### src/rtl/enc_quad_counter.sv
// enc_quad_counter: quadrature decode and detent counter for the rotary encoder.
// Synchronizes the debounced A/B/button levels, decodes quadrature steps into a
// sub-detent accumulator, and produces a signed position, last direction,
// one-cycle step/button ticks and a sticky illegal-transition flag.
module enc_quad_counter #(
    parameter int CNT_W            = 16,
    parameter int STEPS_PER_DETENT = 4,
    parameter int WRAP             = 0
) (
    input  logic                    clk,
    input  logic                    reset_n,
    input  logic                    a_in,
    input  logic                    b_in,
    input  logic                    btn_in,
    input  logic                    clr,
    input  logic                    err_clr,
    output logic signed [CNT_W-1:0] pos,
    output logic                    dir,
    output logic                    step_tick,
    output logic                    btn_tick,
    output logic                    err
);

    typedef enum logic [0:0] {
        PRIME = 1'b0,
        RUN   = 1'b1
    } state_t;

    localparam logic signed [CNT_W-1:0] POS_MAX = {1'b0, {(CNT_W-1){1'b1}}};
    localparam logic signed [CNT_W-1:0] POS_MIN = {1'b1, {(CNT_W-1){1'b0}}};
    localparam logic signed [CNT_W-1:0] POS_ONE = CNT_W'(1);
    localparam logic signed [3:0]       STEP_P  = 4'(STEPS_PER_DETENT);
    localparam logic signed [3:0]       STEP_N  = -STEP_P;

    // bit 0 is the first synchronizer stage, bit 1 the stage actually used
    logic [1:0]       a_sync;
    logic [1:0]       b_sync;
    logic [1:0]       btn_sync;

    state_t           state;
    logic [1:0]       prime_cnt;
    logic [1:0]       q_prev;
    logic             btn_prev;
    logic signed [3:0] acc;

    logic [1:0]       q;
    logic [1:0]       delta;
    logic             mv_cw;
    logic             mv_ccw;
    logic             mv_bad;
    logic signed [3:0] acc_inc;
    logic signed [3:0] acc_dec;
    logic             hit_p;
    logic             hit_n;
    logic signed [CNT_W-1:0] pos_up;
    logic signed [CNT_W-1:0] pos_dn;

    // Map the Gray-coded quadrature state to its position in the CW cycle
    function automatic logic [1:0] gray_idx(input logic [1:0] g);
        case (g)
            2'b00:   return 2'd0;
            2'b01:   return 2'd1;
            2'b11:   return 2'd2;
            default: return 2'd3;
        endcase
    endfunction

    // Two-flop synchronizers for the asynchronous encoder levels
    always_ff @(posedge clk) begin
        if (!reset_n) begin
            a_sync   <= 2'b00;
            b_sync   <= 2'b00;
            btn_sync <= 2'b00;
        end else begin
            a_sync   <= {a_sync[0], a_in};
            b_sync   <= {b_sync[0], b_in};
            btn_sync <= {btn_sync[0], btn_in};
        end
    end

    // Step decode: modulo-4 distance in the CW cycle, 1 = CW, 3 = CCW, 2 = skipped state
    always_comb begin
        q       = {a_sync[1], b_sync[1]};
        delta   = gray_idx(q) - gray_idx(q_prev);
        mv_cw   = (state == RUN) && (delta == 2'd1);
        mv_ccw  = (state == RUN) && (delta == 2'd3);
        mv_bad  = (state == RUN) && (delta == 2'd2);
        acc_inc = acc + 4'sd1;
        acc_dec = acc - 4'sd1;
        hit_p   = mv_cw  && (acc_inc == STEP_P);
        hit_n   = mv_ccw && (acc_dec == STEP_N);
        // saturate at the signed limits unless wrapping is enabled
        if ((WRAP == 0) && (pos == POS_MAX)) pos_up = pos;
        else                                 pos_up = pos + POS_ONE;
        if ((WRAP == 0) && (pos == POS_MIN)) pos_dn = pos;
        else                                 pos_dn = pos - POS_ONE;
    end

    // Prime/run FSM with accumulator, position, ticks and sticky error
    always_ff @(posedge clk) begin
        if (!reset_n) begin
            state     <= PRIME;
            prime_cnt <= 2'd0;
            q_prev    <= 2'b00;
            btn_prev  <= 1'b0;
            acc       <= 4'sd0;
            pos       <= '0;
            dir       <= 1'b0;
            step_tick <= 1'b0;
            btn_tick  <= 1'b0;
            err       <= 1'b0;
        end else begin
            step_tick <= 1'b0;
            btn_tick  <= 1'b0;

            case (state)
                PRIME: begin
                    // tracking the button here too means a press held through
                    // reset is already "seen" when RUN starts
                    btn_prev <= btn_sync[1];
                    if (prime_cnt == 2'd2) begin
                        q_prev <= q;
                        state  <= RUN;
                    end else begin
                        prime_cnt <= prime_cnt + 2'd1;
                    end
                end
                default: begin
                    q_prev   <= q;
                    btn_prev <= btn_sync[1];
                    btn_tick <= btn_sync[1] & ~btn_prev;
                    if (mv_bad) begin
                        acc <= 4'sd0;
                    end else if (hit_p) begin
                        acc       <= 4'sd0;
                        pos       <= pos_up;
                        dir       <= 1'b1;
                        step_tick <= 1'b1;
                    end else if (hit_n) begin
                        acc       <= 4'sd0;
                        pos       <= pos_dn;
                        dir       <= 1'b0;
                        step_tick <= 1'b1;
                    end else if (mv_cw) begin
                        acc <= acc_inc;
                    end else if (mv_ccw) begin
                        acc <= acc_dec;
                    end
                end
            endcase

            // a fresh illegal jump wins over a simultaneous clear request
            if (mv_bad)       err <= 1'b1;
            else if (err_clr) err <= 1'b0;

            // clear swallows any detent counted this cycle, including its dir update
            if (clr) begin
                pos       <= '0;
                acc       <= 4'sd0;
                step_tick <= 1'b0;
                dir       <= dir;
            end
        end
    end

endmodule
### config.mk
export PLATFORM = sky130hd
export DESIGN_NAME = enc_quad_counter
export DESIGN_NICKNAME = d
export VERILOG_FILES = /design/src/rtl/enc_quad_counter.sv
export SDC_FILE = /design/constraint.sdc
export NUM_CORES = 1
export LEC_CHECK = 0
export CAP_MARGIN = 10
export CORE_MARGIN = 2
export CORE_UTILIZATION = 54
export CTS_BUF_LIST = sky130_fd_sc_hd__clkbuf_8
export DETAILED_ROUTE_END_ITERATION = 8
export PLACE_DENSITY = 0.77
export SLEW_MARGIN = 20
export SYNTH_ARGS = -nofsm -noshare
export SYNTH_HDL_FRONTEND = slang
export SYNTH_SLANG_ARGS = --single-unit
### constraint.sdc
create_clock -name clk -period 4.9 [get_ports clk]
set_clock_uncertainty 0.15 [all_clocks]
set_input_delay 0.735 -clock clk [delete_from_list [all_inputs] [get_ports clk]]
set_output_delay 0.735 -clock clk [all_outputs]
set_load 0.01 [all_outputs]
==> results of run 1 <==
state kept, by name, summed over array words and instances, names as in the netlist:
signal     cells
a_sync         2
acc            4
b_sync         2
btn_prev       1
btn_sync       2
btn_tick       1
dir            1
err            1
pos           16
prime_cnt      2
q_prev         2
state          1
step_tick      1
path summary, 6_finish.rpt:
kind,start,end,depth (start not counted)
worst max-delay path,b_sync[1],pos[15],13
worst min-delay path,btn_sync[0],btn_sync[1],1
worst max register to register,b_sync[1],pos[15],13
worst min register to register,btn_sync[0],btn_sync[1],1
synthesized netlist by cell type, types with 4 or more instances:
cell type / number / area, um^2
nand2_1: 39 / 146.4
nand4_1: 6 / 37.54
and2_1: 10 / 62.56
clkbuf_1: 7 / 26.28
nor2_1: 11 / 41.29
a211oi_1: 4 / 30.03
a21oi_1: 30 / 150.1
nor4_1: 9 / 56.30
xnor2_1: 8 / 70.07
ha_1: 24 / 300.3
mux2i_1: 6 / 60.06
inv_1: 16 / 60.06
nand3_1: 4 / 20.02
and3_1: 4 / 25.02
a21o_1: 6 / 45.04
dfxtp_1: 36 / 720.7
o21ai_0: 13 / 65.06
nor2b_1: 7 / 43.79
cell families after synthesis:
| kind of cell | Yosys count |
|---|---|
| buffers and inverters | 26 |
| flip-flops | 36 |
| adder cells (fa/ha/maj) | 25 |
| multiplexers | 6 |
| AO/OA/AOI/OAI | 81 |
| AND/OR/NAND/NOR | 113 |
| XOR/XNOR | 12 |
power groups by stage:
| stage | clock network (uW) | logic, uW | registers (uW) |
|---|---|---|---|
| finish | 214 | 97.4 | 320 |
| global route | 230 | 113 | 322 |
| CTS | 222 | 98.4 | 320 |
| detailed placement | 0 | 97.6 | 327 |
| global placement | 0 | 92.5 | 326 |
| floorplan | 0 | 80.6 | 319 |
worst register-to-register path, cell delays in order (launching register included):
cell      delay [ps]
dfxtp_1          360
inv_1             60
ha_1             280
ha_1             200
xnor3_2          500
nand2_1          190
or2_2            530
ha_1             460
and4_1           240
and4b_1          200
a211oi_1         520
o31ai_1          230
mux2i_1          210
nand4_1          100
cell type report:
class                   instances  area, um^2  area share, %
clock buffers                   5       68.82          2.424
repair buffers                 27       267.8          9.431
inverters                      16       60.06          2.115
clock inverters                 3       18.77         0.6611
flip-flops and latches         36       720.7          25.39
well taps                      52       65.06          2.292
multi-input cells             237        1638          57.69
routing by layer:
metal / share of wire [%] / GRT usage, % / up-vias
met5: 0 / 0 / -
met4: 1.5 / 7.757 / 0
met3: 3.4 / 3.657 / 9
met2: 49 / 37.55 / 43
met1: 46 / 28.75 / 1029
li1: - / - / 1140
layout by cell type (no fill, tap or decap), types with 7 or more instances in the layout:
cell and instances:
a21oi_1 30, clkdlybuf4s50_1 26, nor4_1 9, inv_1 16
nor2b_1 7, o21ai_0 13, ha_1 24, nor2_1 11
and2_1 10, dfxtp_1 36, xnor2_1 8, nand2_1 39
through the flow:
step	util [%]	area, um^2
floorplan	-	2465
CTS	64.75	2839
global route	64.75	2839
global placement	62.76	2751
finish	64.75	2839
detailed placement	62.76	2751
==> impl_results.md, run 1 <==
* Status: completed
* Vias in the first global route at 1998
* Hold_buf cts at 0
* Synth Flop Type: dfxtp_1
* Post-Synthesis Cells at about 300
* Fmax at 230.8 MHz
* Peak supply drop at 0.09253 mV
* CTS Buf Count at 5
* CP Launch Type: flop
* Final worst path period share at 88.44%
* Worst setup EP type: flop
* Diode count at 0
* Reg2Reg Setup Slack at 570 ps
* Routed WL per cell at roughly 14 um
* MaxCap Viol Count at 0
* Area growth syn-to-layout at 15.18%
* Synth Area in Adders at 12.99%
* H-tree Lvls at 2
* Final setup fails at 0
* Setup TNS at 0 ps
* CP Buf/Inv Count at 1
* Setup ws final at 566.7 ps
* Final Hold Violating Endpoints at 0
* Total GRT Usage at 22.22%
* Die span in x at just over 70 um
* Fin crit period at 4333 ps
* Fill cell count at 396
* Grt ovf at 0
* Slowest-stage cell, CP: or2_2
* Post-synthesis mux area share at 2.437%
* PostCTS Resize Cnt at 0
* Pwr dens at 222.6 mW/mm^2
* Slew headroom at 49.91%
* Logic pwr share at 15.4%
* Leak pwr at 0.001179 uW
* XOR/XNOR Fraction of Synth Area at 4.873%
* Starting Density at 56.22%
* Final Slew Violations at 0
* Syn Nets at 331
* Antenna-violating nets left at 0
* Max clock buf depth at 2
* Worst-Margin Slew at 751.4 ps
* Routed via count at roughly 2200
* Seq pwr share at about 50%
* CTS root buffer: clkbuf_8
* Hold crit path type: flop to flop
* Distinct cells, synth at 56
* Fraction of the mapped netlist area in simple logic gates at between 20% and 30%
* Synthesized flop and latch total at 36
* Hold_ws at 289.8 ps
* Total die area at 0.005121 mm^2
* Power Total at 631.9 uW
* Vias per Instance at 5.907
* First-pass GRT wire length at 9183 um
* Sw Share at 28.58%
* Async S/R FF share, synth at 0%
* Port bufs at 26
* Mean Syn Cell Area at approximately 8.2 um^2
* Sw Pwr at 180.6 uW
* Clk_lat worst skew at 290 ps
* Crit Path Max Fanout at 20
* Share of cells above drive strength 1 at 5.247%
* TritonRoute pass-1 iters at 4
* Unrepaired setup endpoints after global routing: no
* Largest net degree at the start of global routing at 21
* Cell Chain, Critical Path: inv_1, ha_1, ha_1, xnor3_2, nand2_1, or2_2, ha_1, and4_1, and4b_1, a211oi_1, o31ai_1, mux2i_1, nand4_1
* Crit path kind: flop to flop
* Net count, final at between 300 and 400
* Mapped cell area at 0.002465 mm^2
* Placeable core area at approximately 0.0044 mm^2
* Rows at 24
* CTS tree: done
* IO Count at 27
* Routed Wire Length at 5363 um
* Post-synth EDFFs at 0
* Delay-heaviest family, CP: simple AND/OR/NAND/NOR gates
* DPL Wire Length at 3957 um
* Clock sink count at 36
* Cell mode on critical path: ha_1
* Non-Filler Instances at 376
* Worst path max stage delay at 530 ps
* Pre-CTS WS at 634.6 ps
* Post-synthesis sequential area ratio at 29.24%
* Critical Path AT at 4360 ps
* Synth Area in Compound Gates at 21.32%
* Clock power frac at 33.9%
* Placer Congestion at between 0.8 and 0.9
* Worst-path clk slew at approximately 80 ps
* Largest family of logic cells by synthesized area: simple AND/OR/NAND/NOR gates
* Drt initial violations at 73
* Req. time, crit path at roughly 5000 ps
* Placed Instances at 368
* Int Power at 451.3 uW
* Initial antenna violation count at 0
* Postcts setup bufs at 0
* Die span in y at just over 70 um
* Yosys warns at 0
* DRC violations left at 0
Power figures use the tool's default switching activity.
==> inputs of run 2 (changes only) <==
- ABC_AREA: default -> 1
- CORE_MARGIN: 2 -> 3
- PLACE_DENSITY: 0.77 -> 0.76
==> impl_results.md, run 2 <==
* Fill cell count at about 470
* CP Launch Type: flop
* Non-Filler Instances at 521
* Hold_buf cts at 0
* Worst setup EP type: flop
* Routed via count at 2647
* Req. time, crit path at 4950 ps
* Most common cell in the netlist: nand2_1
* Met2 wire length at 3166 um
* Die span in x at 76.66 um
* Post-synth EDFFs at 0
* M1 wire length at 2868 um
* PostCTS Resize Cnt at 0
* Area growth syn-to-layout at 15.55%
* Commonest cells after routing, fill and taps aside: nand2_1 (119), inv_1 (66), nor2_1 (65)
* Grt ovf at 0
* Drt initial violations at 94
* Final Hold Violating Endpoints at 0
* Postcts setup bufs at 0
* Unrepaired setup endpoints after global routing: no
* Commonest cells post-synth: nand2_1 (119), inv_1 (66), nor2_1 (66)
* Largest net degree at the start of global routing at 19
* Routed Wire Length at 6354 um
* CTS Buf Count at 5
* Largest reg by FF count: pos
* Most common cell after layout, fill and taps aside: nand2_1
* Antenna-violating nets left at 0
* Vias in the first global route at roughly 2600
* DR WL met3 at about 210 um
* Critical Path AT at 3730 ps
* Rows at 25
* Worst-Margin Slew at 717.2 ps
* Post-Synthesis Cells at between 400 and 500
* H-tree Lvls at 2
* Hold crit path type: flop to flop
* Die span in y at approximately 77 um
* Peak supply drop at 0.1247 mV
* Final Slew Violations at 0
* Starting Density at 56.34%
* Syn Nets at 456
* Crit Path Max Fanout at 16
* Placer Congestion at 1.022
* Storage cell area at 720.7 um^2
* Max clock buf depth at 2
* Crit path kind: flop to flop
* TritonRoute pass-1 iters at 4
* Placeable core area at 0.004786 mm^2
* IO Count at 27
* Final setup fails at 0
* Final worst path period share at roughly 75%
* Mean Syn Cell Area at 6.359 um^2
* Diode count at 0
* Routed WL per cell at 12.20 um
* Synth area leaders: dfxtp_1 (27%), nand2_1 (17%), ha_1 (11%)
* First-pass GRT wire length at about 11000 um
* Leak pwr at 0.001572 uW
* Port bufs at 26
* DRC violations left at 0
* Total GRT Usage at 22.51%
* Post-synthesis sequential area ratio at approximately a quarter
* Mapped cell area at 0.002696 mm^2
* Fin crit period at ~3700 ps
* Async S/R FF share, synth at 0%
* CTS root buffer: clkbuf_8
* Slew headroom at 52.14%
* Fmax at 271.8 MHz
* Yosys warns at 0
* Largest register FFs at 16
* DPL Wire Length at 4854 um
* Synthesized flop and latch total at 36
* Vias per Instance at 5.081
* Area of the multi-input gates at 0.001675 mm^2
* Clock sink count at 36
* Pwr dens at 259.6 mW/mm^2
* Placed Instances at around 500
* Distinct cells, synth at 30
* MaxCap Viol Count at 0
* CTS tree: done
* Initial antenna violation count at 0
* Status: completed
* Top Registers: pos x16, acc x4
* Top cell type by total area after synthesis: dfxtp_1
* Clk_lat worst skew at between 200 and 300 ps
* Total die area at 0.005877 mm^2
* Share of cells above drive strength 1 at 5.727%
* Worst-path clk slew at 80 ps
* Synth Flop Type: dfxtp_1
* Yosys top cell area share at about a quarter
* Net count, final at 485
* Top Layer Used: met4
* Setup TNS at 0 ps
-- run 2: area by class of cell --
class,count,area share (%)
tap,67,2.691
clock inverter,3,1.365
multi-input combinational,315,53.78
timing repair buffer,26,8.353
sequential,36,23.13
inverter,69,8.474
clock buffer,5,2.209
-- run 2: power breakdown --
| part | total (uW) | switching [uW] | internal, uW |
|---|---|---|---|
| Sequential | 336 | 19.4 | 317 |
| Combinational | 205 | 129 | 75.6 |
| Clock | 268 | 117 | 151 |
-- run 2: stage by stage --
stage | hold WS (ps) | total power (uW) | util, % | setup slack (ps) | instance area, um^2
2_1_floorplan | 216.5 | 503.9 | - | 1752 | 2696
6_report | 245.1 | 808.6 | 65.10 | 1220 | 3115
3_5_place_dp | 247.4 | 546.5 | 62.72 | 1261 | 3002
5_1_grt | 269.9 | 866.3 | 65.10 | 777.7 | 3115
3_3_place_gp | 226.8 | 539.4 | 62.72 | 1404 | 3002
4_1_cts | 258.7 | 815.2 | 65.05 | 1226 | 3113
-- run 2: routing by layer --
metal  vias to the layer above  GRT usage [%]
met2                        48          41.03
met1                      1204          27.09
li1                       1384              -
met3                        11          3.169
met5                         -              0
met4                         0          6.884
-- run 2: final timing paths --
kind | end | startpoint | slack [ps] | cells past startpoint
worst min register to register | btn_tick | btn_prev | 250 | 1
worst min-delay path | btn_tick | btn_prev | 250 | 1
worst max register to register | pos[15] | b_sync[1] | 1220 | 20
worst max-delay path | pos[15] | b_sync[1] | 1220 | 20
-- run 2: logic make-up after synthesis --
group	Yosys count	synth area share, %
and+or+nand+nor	244	39.72
AOI/OAI and AO/OA	38	7.564
DFF	36	26.73
buffers and inverters	73	11.23
adders and majority gates	25	11.88
xor gates and xnor gates	8	2.877
-- run 2: critical path, cell delays in order (launching register included) --
cell     delay [ps]
dfxtp_1         360
inv_1            50
ha_1            270
ha_1            310
inv_1            60
nand2_1          80
inv_1           130
nand3_4         130
inv_2            90
nand2_1         400
ha_1            540
a21oi_1         170
nand2_1         130
nand2_1          80
nand2_1         100
a21oi_1         230
inv_1            80
nand2_1          80
nand2_1          50
nor2_1           80
nor2_1           50
==> inputs of run 3 (changes only) <==
- clock period: 4.9 -> 3.5 ns (I/O delays scaled with it)
==> impl_results.md, run 3 (synthesized netlist as in run 2, its figures left out) <==
* Worst path max stage delay at about 420 ps
* Hold_ws at approximately 240 ps
* Fill cell count at 457
* Hold EP: btn_tick
* Crit Path Max Fanout at 16
* Hold crit path type: flop to flop
* Status: completed
* Grt ovf at 0
* MaxCap Viol Count at 0
* Seq pwr share at 41.3%
* TritonRoute pass-1 iters at 5
* Delay-heaviest family, CP: adder cells
* Max clock buf depth at 2
* GRT busiest layer: met2
* Final worst path period share at 94.82%
* Postcts setup bufs at 0
* Vias per Instance at 5.172
* Clk_lat worst skew at 290 ps
* PostCTS Resize Cnt at 0
* DPL Wire Length at 4862 um
* Top Registers: pos x16, acc x4
* Hold depth at 1
* Critical Path AT at 3360 ps
* Routed Wire Length at between 6000 and 7000 um
* FF-to-FF path depth at 21
* Routed via count at 2705
* Die span in x at 76.66 um
* Logic pwr share at 26.1%
* Reg2Reg Setup Slack at 180 ps
* Port bufs at 26
* GR Util met3 at 3.756%
* Total GRT Usage at a little under a quarter
* Fmax at 301.3 MHz
* Non-Filler Instances at between 500 and 600
* DRC violations left at 0
* Largest net degree at the start of global routing at 19
* Int Power at ~760 uW
* Hold_buf cts at 0
* Largest reg by FF count: pos
* Die span in y at between 70 and 80 um
* Cell Chain, Critical Path: inv_1, ha_1, inv_1, ha_1, inv_1, nand2_1, inv_1, nand3_4, inv_2, nand2_1, buf_4, ha_1, nand2_1, nor2_1, o21ai_0, nand3_1, nand2_1, nand2_1, nand3_1, nand2_1, nor2_1
* Worst-Margin Slew at 401.9 ps
* Placer Congestion at 1.044
* Pwr dens at approximately 350 mW/mm^2
* Rows at 25
* R2R Path End: pos[10]
* Final Hold Violating Endpoints at 0
* Worst min-delay path startpoint: btn_prev
* Vias in the first global route at about 2500
* GR Util met2 at 40.33%
* CP Buf/Inv Count at 6
* H-tree Lvls at 2
* CTS root buffer: clkbuf_8
* Sw Pwr at 375.9 uW
* Final setup fails at 0
* Slew headroom at 73.11%
* Clock power frac at 32.6%
* Net count, final at 487
* Commonest cells after routing, fill and taps aside: nand2_1 (118), inv_1 (66), nor2_1 (64)
* Leak pwr at about 0.0016 uW
* Starting Density at 56.34%
* Clock sink count at 36
* Peak supply drop at ~0.18 mV
* Most common cell after layout, fill and taps aside: nand2_1
* CTS Buf Count at 5
* Initial antenna violation count at 0
* Met1 usage at 27.42%
* Worst-path clk slew at 70 ps
* Routed WL per cell at 12.46 um
* Cell mode on critical path: nand2_1
* Drt initial violations at 125
* Req. time, crit path at 3540 ps
* First-pass GRT wire length at 11100 um
* CP Launch Type: flop
* Crit path kind: flop to flop
* CTS tree: done
* Worst setup EP type: flop
* Area growth syn-to-layout at 19.03%
* Placeable core area at roughly 0.0048 mm^2
* Diode count at 0
* Unrepaired setup endpoints after global routing: yes
* Share of cells above drive strength 1 at 8.991%
* Final Slew Violations at 0
* IO Count at 27
* Antenna-violating nets left at 0
* Largest register FFs at 16
* Sw Share at between 30% and 40%
* Power Total at 1139 uW
* Reg2reg start: q_prev[0]
* Slowest-stage cell, CP: ha_1
* Total die area at between 0.005 and 0.006 mm^2
* Fin crit period at 3319 ps
* Placed Instances at 515
-- run 3: worst max path at each step --
stage / startpoint / depth (start not counted) / slack (ps) / end
2_1_floorplan: q_prev[0] / 21 / 350 / pos[15]
3_3_place_gp: q_prev[0] / 22 / 290 / pos[15]
3_5_place_dp: q_prev[0] / 22 / 170 / pos[15]
4_1_cts: q_prev[0] / 22 / 160 / pos[15]
5_1_grt: q_prev[0] / 21 / -7 / pos[10]
6_report: q_prev[0] / 21 / 180 / pos[10]
-- run 3: metal layers --
layer | part of all wire [%] | wire length (um) | vias up
li1 | - | - | 1394
met1 | 44 | 2871 | 1235
met2 | 49 | 3216 | 62
met3 | 4.4 | 284 | 14
met4 | 2.2 | 141 | 0
met5 | 0 | 0 | -
-- run 3: power by group through the flow --
| stage | sequential (uW) | combinational, uW | clock (uW) |
|---|---|---|---|
| 3_5_place_dp | 479 | 288 | 0 |
| 3_3_place_gp | 478 | 278 | 0 |
| 4_1_cts | 469 | 292 | 377 |
| 6_report | 470 | 297 | 372 |
| 2_1_floorplan | 471 | 235 | 0 |
| 5_1_grt | 473 | 341 | 394 |
-- run 3: final cells by class --
cell class,instances,area [um^2],area share [%]
flip-flops and latches,36,720.7,22.46
repair buffers,28,275.3,8.577
clock inverters,3,42.54,1.326
well taps,67,83.83,2.612
clock buffers,5,68.82,2.144
multi-input cells,315,1754,54.66
inverters,69,264.0,8.226
-- run 3: metrics by stage --
| stage | instance area, um^2 | worst slack (ps) | util (%) | TNS (ps) |
|---|---|---|---|---|
| after floorplan | 2696 | 352.0 | - | 0 |
| after global placement | 3017 | 291.5 | 63.03 | 0 |
| after detailed placement | 3017 | 173.2 | 63.03 | 0 |
| after CTS | 3128 | 156.2 | 65.36 | 0 |
| after global routing | 3209 | -6.979 | 67.06 | -6.979 |
| final | 3209 | 181.3 | 67.06 | 0 |
